==> config.mk <==
export PLATFORM = sky130hd
export DESIGN_NAME = mem_arbiter
export DESIGN_NICKNAME = d
export VERILOG_FILES = /design/src/rtl/mem_arbiter.sv
export SDC_FILE = /design/constraint.sdc
export NUM_CORES = 1
export LEC_CHECK = 0
export ABC_CLOCK_PERIOD_IN_PS = 5300
export CORE_ASPECT_RATIO = 1.1
export CORE_UTILIZATION = 39
export CTS_CLUSTER_DIAMETER = 30
export CTS_CLUSTER_SIZE = 10
export DETAILED_ROUTE_END_ITERATION = 12
export GPL_TIMING_DRIVEN = 0
export PLACE_DENSITY_LB_ADDON = 0.12
export SKIP_CTS_REPAIR_TIMING = 1
export SLEW_MARGIN = 40
export SYNTH_ARGS = -nofsm -noshare
export SYNTH_HDL_FRONTEND = slang
export SYNTH_SLANG_ARGS = --single-unit
==> constraint.sdc <==
create_clock -name clk_in -period 5.3 [get_ports clk_in]
set_input_delay 1.59 -clock clk_in [delete_from_list [all_inputs] [get_ports clk_in]]
set_output_delay 1.59 -clock clk_in [all_outputs]
set_load 0.01 [all_outputs]
==> src/rtl/mem_arbiter.sv <==
// mem_arbiter
// Single-port controller sitting between the instruction fetcher, the
// load/store buffer and a byte-wide unified RAM. One request at a time is
// turned into 1..4 byte accesses, lowest address first, and the assembled
// little-endian word is handed back to whoever asked.
//
// Ports
//   clk_in, rst_in, rdy_in   clock, sync active-high reset, global freeze (low)
//   clear_in                 pipeline flush: aborts reads, blocks new accepts
//   if_req/if_addr           fetch request (level) and byte address
//   if_ack/if_done/if_data   fetch accepted pulse, data-valid pulse, word
//   lsb_go_work ...          LSB request: load/store, width, address, data
//   lsb_received             LSB accepted pulse
//   lsb_has_result           LSB completion pulse, lsb_value_load = load data
//   mem_din/mem_dout/mem_a   RAM read data (one cycle latency), write data, address
//   mem_wr                   RAM write strobe
//   io_buffer_full           I/O FIFO full; stalls stores into the I/O window
module mem_arbiter #(
  parameter logic [31:0] IO_BASE = 32'h00030000
) (
  input  logic        clk_in,
  input  logic        rst_in,
  input  logic        rdy_in,
  input  logic        clear_in,
  input  logic        if_req,
  input  logic [31:0] if_addr,
  output logic        if_ack,
  output logic        if_done,
  output logic [31:0] if_data,
  input  logic        lsb_go_work,
  input  logic        lsb_l_or_s,
  input  logic [2:0]  lsb_width,
  input  logic [31:0] lsb_address,
  input  logic [31:0] lsb_value_store,
  output logic        lsb_received,
  output logic        lsb_has_result,
  output logic [31:0] lsb_value_load,
  input  logic [7:0]  mem_din,
  output logic [7:0]  mem_dout,
  output logic [31:0] mem_a,
  output logic        mem_wr,
  input  logic        io_buffer_full
);

  localparam logic [1:0] ST_IDLE  = 2'd0;
  localparam logic [1:0] ST_READ  = 2'd1;
  localparam logic [1:0] ST_WRITE = 2'd2;

  localparam logic GRANT_FETCH = 1'b0;
  localparam logic GRANT_LSB   = 1'b1;

  // Replace byte idx of a word.
  function automatic logic [31:0] put_byte(input logic [31:0] w,
                                           input logic [1:0]  idx,
                                           input logic [7:0]  b);
    logic [31:0] r;
    r = w;
    r[{idx, 3'b000} +: 8] = b;
    return r;
  endfunction

  // Extract byte idx of a word.
  function automatic logic [7:0] byte_of(input logic [31:0] w,
                                         input logic [1:0]  idx);
    return w[{idx, 3'b000} +: 8];
  endfunction

  // Address falls in the 8-byte I/O window (wrap-safe via subtraction).
  function automatic logic in_io(input logic [31:0] a);
    logic [31:0] off;
    off = a - IO_BASE;
    return (off < 32'd8);
  endfunction

  logic [1:0]  state_q, state_d;
  logic        last_grant_q, last_grant_d;
  logic        owner_q, owner_d;
  logic [31:0] addr_q, addr_d;
  logic [2:0]  width_q, width_d;
  logic [31:0] store_q, store_d;
  logic [2:0]  k_q, k_d;
  logic [31:0] buf_q, buf_d;
  logic        if_ack_q, if_ack_d;
  logic        if_done_q, if_done_d;
  logic [31:0] if_data_q, if_data_d;
  logic        lsb_received_q, lsb_received_d;
  logic        lsb_has_result_q, lsb_has_result_d;
  logic [31:0] lsb_value_load_q, lsb_value_load_d;
  logic [7:0]  mem_dout_q, mem_dout_d;
  logic [31:0] mem_a_q, mem_a_d;
  logic        mem_wr_q, mem_wr_d;

  logic        grant_lsb_s;
  logic [31:0] req_addr_s;
  logic [2:0]  req_width_s;
  logic [31:0] req_store_s;
  logic        req_is_store_s;
  logic [2:0]  k_next_s;
  logic [2:0]  rd_idx_s;
  logic [31:0] buf_next_s;
  logic        io_stall_s;

  // LSB wins when alone, or on a tie when fetch had the last grant.
  assign grant_lsb_s    = lsb_go_work && (!if_req || (last_grant_q == GRANT_FETCH));
  assign req_addr_s     = grant_lsb_s ? lsb_address : if_addr;
  assign req_width_s    = grant_lsb_s ? ((lsb_width > 3'd4) ? 3'd4 : lsb_width) : 3'd4;
  assign req_store_s    = grant_lsb_s ? lsb_value_store : 32'd0;
  assign req_is_store_s = grant_lsb_s && lsb_l_or_s;
  assign k_next_s       = k_q + 3'd1;
  assign rd_idx_s       = k_q - 3'd1;
  assign io_stall_s     = in_io(addr_q) && io_buffer_full;

  // Next-state logic for the access sequencer.
  always_comb begin
    state_d          = state_q;
    last_grant_d     = last_grant_q;
    owner_d          = owner_q;
    addr_d           = addr_q;
    width_d          = width_q;
    store_d          = store_q;
    k_d              = k_q;
    buf_d            = buf_q;
    if_ack_d         = 1'b0;
    if_done_d        = 1'b0;
    if_data_d        = if_data_q;
    lsb_received_d   = 1'b0;
    lsb_has_result_d = 1'b0;
    lsb_value_load_d = lsb_value_load_q;
    mem_dout_d       = mem_dout_q;
    mem_a_d          = mem_a_q;
    mem_wr_d         = 1'b0;
    // In READ, byte k-1 arrives on mem_din at the edge where k_q == k.
    if (k_q != 3'd0) begin
      buf_next_s = put_byte(buf_q, rd_idx_s[1:0], mem_din);
    end else begin
      buf_next_s = buf_q;
    end

    case (state_q)
      ST_IDLE: begin
        if (!clear_in && (if_req || lsb_go_work)) begin
          last_grant_d   = grant_lsb_s ? GRANT_LSB : GRANT_FETCH;
          owner_d        = grant_lsb_s;
          addr_d         = req_addr_s;
          width_d        = req_width_s;
          store_d        = req_store_s;
          k_d            = 3'd0;
          buf_d          = 32'd0;
          if_ack_d       = !grant_lsb_s;
          lsb_received_d = grant_lsb_s;
          mem_a_d        = req_addr_s;
          if (req_width_s == 3'd0) begin
            // Null access completes through WRITE without RAM traffic.
            state_d = ST_WRITE;
          end else if (req_is_store_s) begin
            state_d    = ST_WRITE;
            mem_dout_d = req_store_s[7:0];
            mem_wr_d   = !(in_io(req_addr_s) && io_buffer_full);
          end else begin
            state_d = ST_READ;
          end
        end else begin
          state_d = ST_IDLE;
        end
      end

      ST_READ: begin
        if (clear_in) begin
          state_d          = ST_IDLE;
          if_data_d        = 32'd0;
          lsb_value_load_d = 32'd0;
          mem_a_d          = 32'd0;
        end else begin
          k_d   = k_next_s;
          buf_d = buf_next_s;
          if (k_next_s < width_q) begin
            mem_a_d = addr_q + {29'd0, k_next_s};
          end else begin
            mem_a_d = mem_a_q;
          end
          if (k_q == width_q) begin
            state_d = ST_IDLE;
            if (owner_q == GRANT_LSB) begin
              lsb_has_result_d = 1'b1;
              lsb_value_load_d = buf_next_s;
            end else begin
              if_done_d = 1'b1;
              if_data_d = buf_next_s;
            end
          end else begin
            state_d = ST_READ;
          end
        end
      end

      ST_WRITE: begin
        // Flush is ignored here so a committed store is never torn.
        if (width_q == 3'd0) begin
          state_d          = ST_IDLE;
          lsb_has_result_d = 1'b1;
          lsb_value_load_d = 32'd0;
        end else if (mem_wr_q) begin
          k_d = k_next_s;
          if (k_next_s == width_q) begin
            state_d          = ST_IDLE;
            lsb_has_result_d = 1'b1;
            lsb_value_load_d = 32'd0;
          end else begin
            mem_a_d    = addr_q + {29'd0, k_next_s};
            mem_dout_d = byte_of(store_q, k_next_s[1:0]);
            mem_wr_d   = !io_stall_s;
          end
        end else begin
          // Stalled on the I/O buffer: byte k stays pending on the bus.
          mem_wr_d = !io_stall_s;
        end
      end

      default: begin
        state_d = ST_IDLE;
      end
    endcase
  end

  // State registers: reset overrides freeze, freeze holds everything.
  always_ff @(posedge clk_in) begin
    if (rst_in) begin
      state_q          <= ST_IDLE;
      last_grant_q     <= GRANT_FETCH;
      owner_q          <= 1'b0;
      addr_q           <= 32'd0;
      width_q          <= 3'd0;
      store_q          <= 32'd0;
      k_q              <= 3'd0;
      buf_q            <= 32'd0;
      if_ack_q         <= 1'b0;
      if_done_q        <= 1'b0;
      if_data_q        <= 32'd0;
      lsb_received_q   <= 1'b0;
      lsb_has_result_q <= 1'b0;
      lsb_value_load_q <= 32'd0;
      mem_dout_q       <= 8'd0;
      mem_a_q          <= 32'd0;
      mem_wr_q         <= 1'b0;
    end else if (rdy_in) begin
      state_q          <= state_d;
      last_grant_q     <= last_grant_d;
      owner_q          <= owner_d;
      addr_q           <= addr_d;
      width_q          <= width_d;
      store_q          <= store_d;
      k_q              <= k_d;
      buf_q            <= buf_d;
      if_ack_q         <= if_ack_d;
      if_done_q        <= if_done_d;
      if_data_q        <= if_data_d;
      lsb_received_q   <= lsb_received_d;
      lsb_has_result_q <= lsb_has_result_d;
      lsb_value_load_q <= lsb_value_load_d;
      mem_dout_q       <= mem_dout_d;
      mem_a_q          <= mem_a_d;
      mem_wr_q         <= mem_wr_d;
    end
  end

  assign if_ack         = if_ack_q;
  assign if_done        = if_done_q;
  assign if_data        = if_data_q;
  assign lsb_received   = lsb_received_q;
  assign lsb_has_result = lsb_has_result_q;
  assign lsb_value_load = lsb_value_load_q;
  assign mem_dout       = mem_dout_q;
  assign mem_a          = mem_a_q;
  assign mem_wr         = mem_wr_q;

endmodule

==> results of run 1 <==
[worst max-delay path by stage]
stage / start / endpoint / slack [ps] / cells past startpoint
3_3_place_gp: k_q[0] / mem_a[22] / 130 / 12
6_report: k_q[0] / mem_a[22] / 460 / 12
2_1_floorplan: k_q[0] / mem_a[30] / 1590 / 11
4_1_cts: k_q[0] / mem_a[22] / 70 / 12
3_5_place_dp: k_q[0] / mem_a[22] / 100 / 12
5_1_grt: k_q[0] / mem_a[22] / 90 / 12
[per-layer routing]
layer  share of wire [%]  vias up  routed length [um]
li1                    -     5243                   -
met1                  43     5094               16700
met2                  47      429               18000
met3                 6.1       81                2340
met4                 3.7        0                1430
met5                   0        -                   0
[metrics by stage]
step | cells | hold slack, ps | setup WS [ps]
final | 1937 | 448 | 460
after global routing | 1937 | 471 | 90.2
after CTS | 1936 | 448 | 72.7
after detailed placement | 1854 | 442 | 102
after global placement | 1854 | 436 | 131
after floorplan | 1275 | 429 | 1590
[layout by cell type, fill, tap and decap left out, types with 22 or more instances in the layout]
master             n
a211oi_1          57
a21oi_1           92
clkbuf_1         103
clkbuf_16         46
clkdlybuf4s50_1  222
dfxtp_1          214
mux2i_1           57
nand2_1          100
nand3_1           49
nand3b_1          40
nand4_1           23
nor2_1           154
nor3_1            22
nor4_1            28
o21a_1            26
o21ai_0           27
o31ai_1           33
[power by group]
| group | switching (uW) | internal, uW |
|---|---|---|
| Sequential | 47.2 | 1670 |
| Clock | 941 | 2010 |
| Combinational | 309 | 238 |
| Total | 1300 | 3910 |
[sequential cells by signal (all words and copies together) (netlist names), 2 cells and up]
signal and flops:
addr_q 32, buf_q 32, if_data 32, k_q 3, lsb_value_load 32, mem_a 32, mem_dout 8, state_q 2
store_q 32, width_q 3
[cell families after synthesis]
| kind of cell | Yosys count |
|---|---|
| DFF | 214 |
| AOI/OAI and AO/OA | 327 |
| xor gates and xnor gates | 11 |
| muxes | 66 |
| buffers and inverters | 134 |
| adders and majority gates | 17 |
| and+or+nand+nor | 506 |
[worst reg2reg max path, stage by stage, from the launching register on]
cell	delay (ps)
dfxtp_1	640
clkbuf_2	450
inv_1	200
ha_1	600
clkbuf_1	610
inv_1	150
fa_1	460
nor2b_1	250
o2111ai_1	280
clkbuf_1	300
nor4_1	390
mux2i_1	270
a211oi_1	100
[layout make-up]
cell class                      count  area, um2
Multi-Input combinational cell    927       5960
Buffer                            113        438
Clock buffer                       56       1240
Inverter                           21       78.8
Fill cell                        2497      11900
Timing Repair Buffer              223       2230
Sequential cell                   214       4280
Tap cell                          357        447
Clock inverter                     26        374
==> results.md, run 1 <==
- Synthesis-to-finish area growth: 40.3%
- CP cell instances: clkbuf_2 > inv_1 > ha_1 > clkbuf_1 > inv_1 > fa_1 > nor2b_1 > o2111ai_1 > clkbuf_1 > nor4_1 > mux2i_1 > a211oi_1
- Outcome: finished, final reports clean
- Wire length per cell: 19.8 um
- Post-Syn Instances: 1,275
- Diodes inserted: 0
- Met1 Use GR: 34.9%
- Final TNS setup: 0 ps
- RSZ-0062 raised after global routing: no
- Die ar.: 28,200 um2
- Synthesis warning total: 0
- HP Start: store_q[26]
- Post-synthesis simple-gate area fraction: 24.1%
- Crit Path Max Fanout: 11
- Synth Flop Type: dfxtp_1
- Count leader, synth: dfxtp_1
- Core ar.: 27,000 um2
- Fmax: 207 MHz
- Reg2reg setup slack: 460 ps
- Hold Path Depth: 2
- Crit path launch type: register
- Synth Cell Area: 10,700 um2
- Number of flops mapped to enable cells by yosys: 0
- Top post-synthesis cells by area: dfxtp_1 40%, nor2_1 5.4%, mux2i_1 5.3%
- Clock skew: 17.9 ps
- Total Routing Usage GR: 27.2%
- # DRC: 0
- Worst VDD drop: 269 uV
- Clk root buf: clkbuf_16
- Leading area contributor after synthesis: dfxtp_1
- Synth Area in Adders: 2.05%
- Rows: 63
- Total congestion overflow: 0
- Worst r2r src: k_q[0]
- RePlAce Congestion: 0.927
- Top delay family on crit path: buffers and inverters
- Total via count in the routed design: 10,800
- # setup viols final: 0
- Initial DRC count: 773
- Fin crit period: 4840 ps
- Synth top area share: 39.9%
- Drt pass-1 iters: 5
- Vias in the first global route: 10,700
- CTS max path bufs: 3
- Met3 Use GR: 4.28%
- Utilization after layout: 55.8%
- Syn_area_per_cell: 8.41 um2
- Final wirelength: 38,400 um
- Final Instance Area: 15,000 um2
- Post-synth top cells: 214 x dfxtp_1, 154 x nor2_1, 100 x nand2_1
- Hpwl dp: 28,600 um
- Post-synthesis xor/xnor area fraction: 0.898%
- PwrDens: 346 nW/um2
- Clock slew at reported path FFs: 50 ps
- Final-report max-slew violation count: 0
- Leakage: 0.00516 uW
- Synth Area in Compound Gates: 21.1%
- Final Hold Viols: 0
- Library cells used by synthesis: 60
- Crit path buffers/inverters: 5
- Part of the cycle the worst path needs: 91.3%
- First-pass GRT wire length: 60,100 um
- Max-Cap Viols: 0
- Met2 Use GR: 45.5%
- R2R depth: 12
- Total Power: 5210 uW
- CP arrival: 5220 ps
- Clk sinks: 214
- HP Class: register to register
- Rel. slew slack: 41.7%
- Htree depth: 2
- Die Span Y: 176 um
- Initial antenna violation count: 0
- Num CTS Buffers: 45
- Sequential element share of the synthesized area: 39.9%
- Die Wd: 160 um
- Detail Route Antenna Nets: 0
- Crit. End Element: register
- DP Area: 13,400 um2
- Initial Util: 39.8%
- Hold endpoint: store_q[26]
- FF+latch count, synth: 214
- Num ports: 224
- Clk_lat worst skew: 540 ps
- CP max stage cell: dfxtp_1
- Buffers on Ports: 222
- Main combinational cell family by area after synthesis: simple AND/OR/NAND/NOR gates
- Reg2reg end: mem_a[22]
- FFs w/ async S/R, synth: 0%
- Largest net degree at the start of global routing: 13
- Worst path max stage delay: 640 ps
- CTS tree: built
- Worst-margin pin slew: 875 ps
- Layout net count: 1,677
- WS Path Type: register to register
- Req. time, crit path: 5680 ps
- Syn_nets: 1,407
- Mux cell area share after synthesis: 7.10%
- Layout cells sized above 1: 7.53%
- Detailed-route vias per instance: 5.60
- GRT busiest layer: met2
No activity file was read; power rests on OpenSTA's default activity.
==> run 2, diff against run 1 <==
Settings changed: CORE_MARGIN from default to 4, SKIP_CTS_REPAIR_TIMING 1 to default.
==> results.md, run 2 (same netlist as run 1, synthesis figures left out) <==
- Layout cells sized above 1: 7.29%
- Wire length per cell: 20.3 um
- Multi-input gate area: 5950 um2
- CTS tree: built
- Post-CTS Setup Bufs: 0
- Fin crit period: 4970 ps
- Crit path launch type: register
- Outcome: finished, final reports clean
- CTS Hold Buffers Added: 0
- Hold Path Depth: 2
- Reg2reg setup slack: 330 ps
- Diodes inserted: 0
- HP Start: store_q[30]
- Crit. End Element: register
- Clk sinks: 214
- Die ar.: 30,200 um2
- Total via count in the routed design: 10,900
- Utilization after layout: 55.0%
- Initial DRC count: 843
- Detail Route Antenna Nets: 0
- DP Area: 13,400 um2
- Rows: 63
- Flip-flop and latch area: 4280 um2
- Clock slew at reported path FFs: 40 ps
- Post-Place Cells: 1,854
- PwrDens: 333 nW/um2
- CTS max path bufs: 3
- Htree depth: 2
- Max-Cap Viols: 0
- Num ports: 224
- Crit Path Max Fanout: 11
- # DRC: 0
- Req. time, crit path: 5670 ps
- Worst r2r src: k_q[0]
- Detailed-route vias per instance: 5.66
- Total Routing Usage GR: 24.9%
- Initial antenna violation count: 0
- Synthesis-to-finish area growth: 38.7%
- Buffers on Ports: 222
- Met2 wire length: 18,900 um
- Met1 Wirelength: 16,800 um
- Clock skew: 16.2 ps
- Part of the cycle the worst path needs: 93.7%
- WS Path Type: register to register
- Die Span Y: 182 um
- HP Class: register to register
- Layout Cells excl Fill: 1,935
- Total congestion overflow: 0
- Worst-margin pin slew: 878 ps
- Clk_lat worst skew: 530 ps
- Initial Util: 39.7%
- Hpwl dp: 29,500 um
- Vias in the first global route: 10,900
- Post-CTS sizing: 0
- Largest net degree at the start of global routing: 12
- Final wirelength: 39,400 um
- Num CTS Buffers: 46
- Hold endpoint: store_q[30]
- Rel. slew slack: 41.5%
- Most frequent cells in the layout: 222 x clkdlybuf4s50_1, 214 x dfxtp_1, 154 x nor2_1, 105 x clkbuf_1, 100 x nand2_1
- Most common cell after layout, fill and taps aside: clkdlybuf4s50_1
- RSZ-0062 raised after global routing: no
- Core ar.: 27,000 um2
- R2R depth: 12
- RePlAce Congestion: 0.948
- CP arrival: 5340 ps
- Worst VDD drop: 224 uV
- Reg2reg end: mem_a[22]
- Final-report max-slew violation count: 0
- Met3 wire length: 2440 um
- First-pass GRT wire length: 60,900 um
- Clk root buf: clkbuf_16
- Final Instance Area: 14,900 um2
- Layout net count: 1,677
- Drt pass-1 iters: 7
- Final TNS setup: 0 ps
- FILL cells: 2,561
- Leakage: 0.00510 uW
- Top sig layer: met4
- # setup viols final: 0
- Die Wd: 166 um
- Final Hold Viols: 0
- Fmax: 201 MHz
run 2: cell count changes in the layout (fill, tap and decap cells not counted), moves of 2 or more:
cell	before	now
clkinv_4	5	2
bufinv_16	7	2
clkbuf_1	103	105
clkinvlp_4	4	2
clkinv_2	5	13
inv_6	4	2
run 2: critical path: stages (launching register included):
cell and delay, ps:
dfxtp_1 690, clkbuf_2 470, inv_1 200, ha_1 590, clkbuf_1 620, inv_1 150, fa_1 460, nor2b_1 250
o2111ai_1 280, clkbuf_1 310, nor4_1 410, mux2i_1 270, a211oi_1 100
run 2: area by class of cell:
type | instances | share of cell area, %
buffer | 113 | 2.94
clock buffer | 60 | 8.64
clock inverter | 21 | 1.18
inverter | 21 | 0.530
multi-input combinational | 927 | 40.0
sequential | 214 | 28.8
tap | 357 | 3.00
timing repair buffer | 222 | 14.9
run 2: worst max path at each step:
| stage | startpoint | to | slack [ps] | depth (start not counted) |
|---|---|---|---|---|
| floorplan | k_q[0] | mem_a[30] | 1590 | 11 |
| global placement | k_q[0] | mem_a[22] | 110 | 12 |
| detailed placement | k_q[0] | mem_a[22] | 80 | 12 |
| CTS | k_q[0] | mem_a[22] | 50 | 12 |
| global route | k_q[0] | mem_a[22] | 100 | 12 |
| finish | k_q[0] | mem_a[22] | 330 | 12 |
run 2: metrics by stage:
step	setup WS (ps)	total power (uW)	hold WS, ps
6_report	332	4950	448
5_1_grt	98.4	5110	462
4_1_cts	48.9	4970	448
3_5_place_dp	84.7	2280	442
3_3_place_gp	112	2280	436
2_1_floorplan	1590	2000	429
run 2: routing by layer:
layer	GRT usage [%]	vias to the layer above
met4	8.58	0
met1	31.4	5207
met2	42.8	408
met3	4.53	82
met5	0	-
li1	-	5249
run 2: report_power, final:
group          switching, uW  leakage, uW  internal (uW)
Combinational            311      0.00264            238
Sequential              46.5      0.00174           1670
Clock                    902     0.000727           1790
==> run 3, diff against run 2 <==
Settings changed: SKIP_LAST_GASP from default to 1.
==> results of run 3 <==
The final DEF is identical to that of run 2; final timing and power are the same.
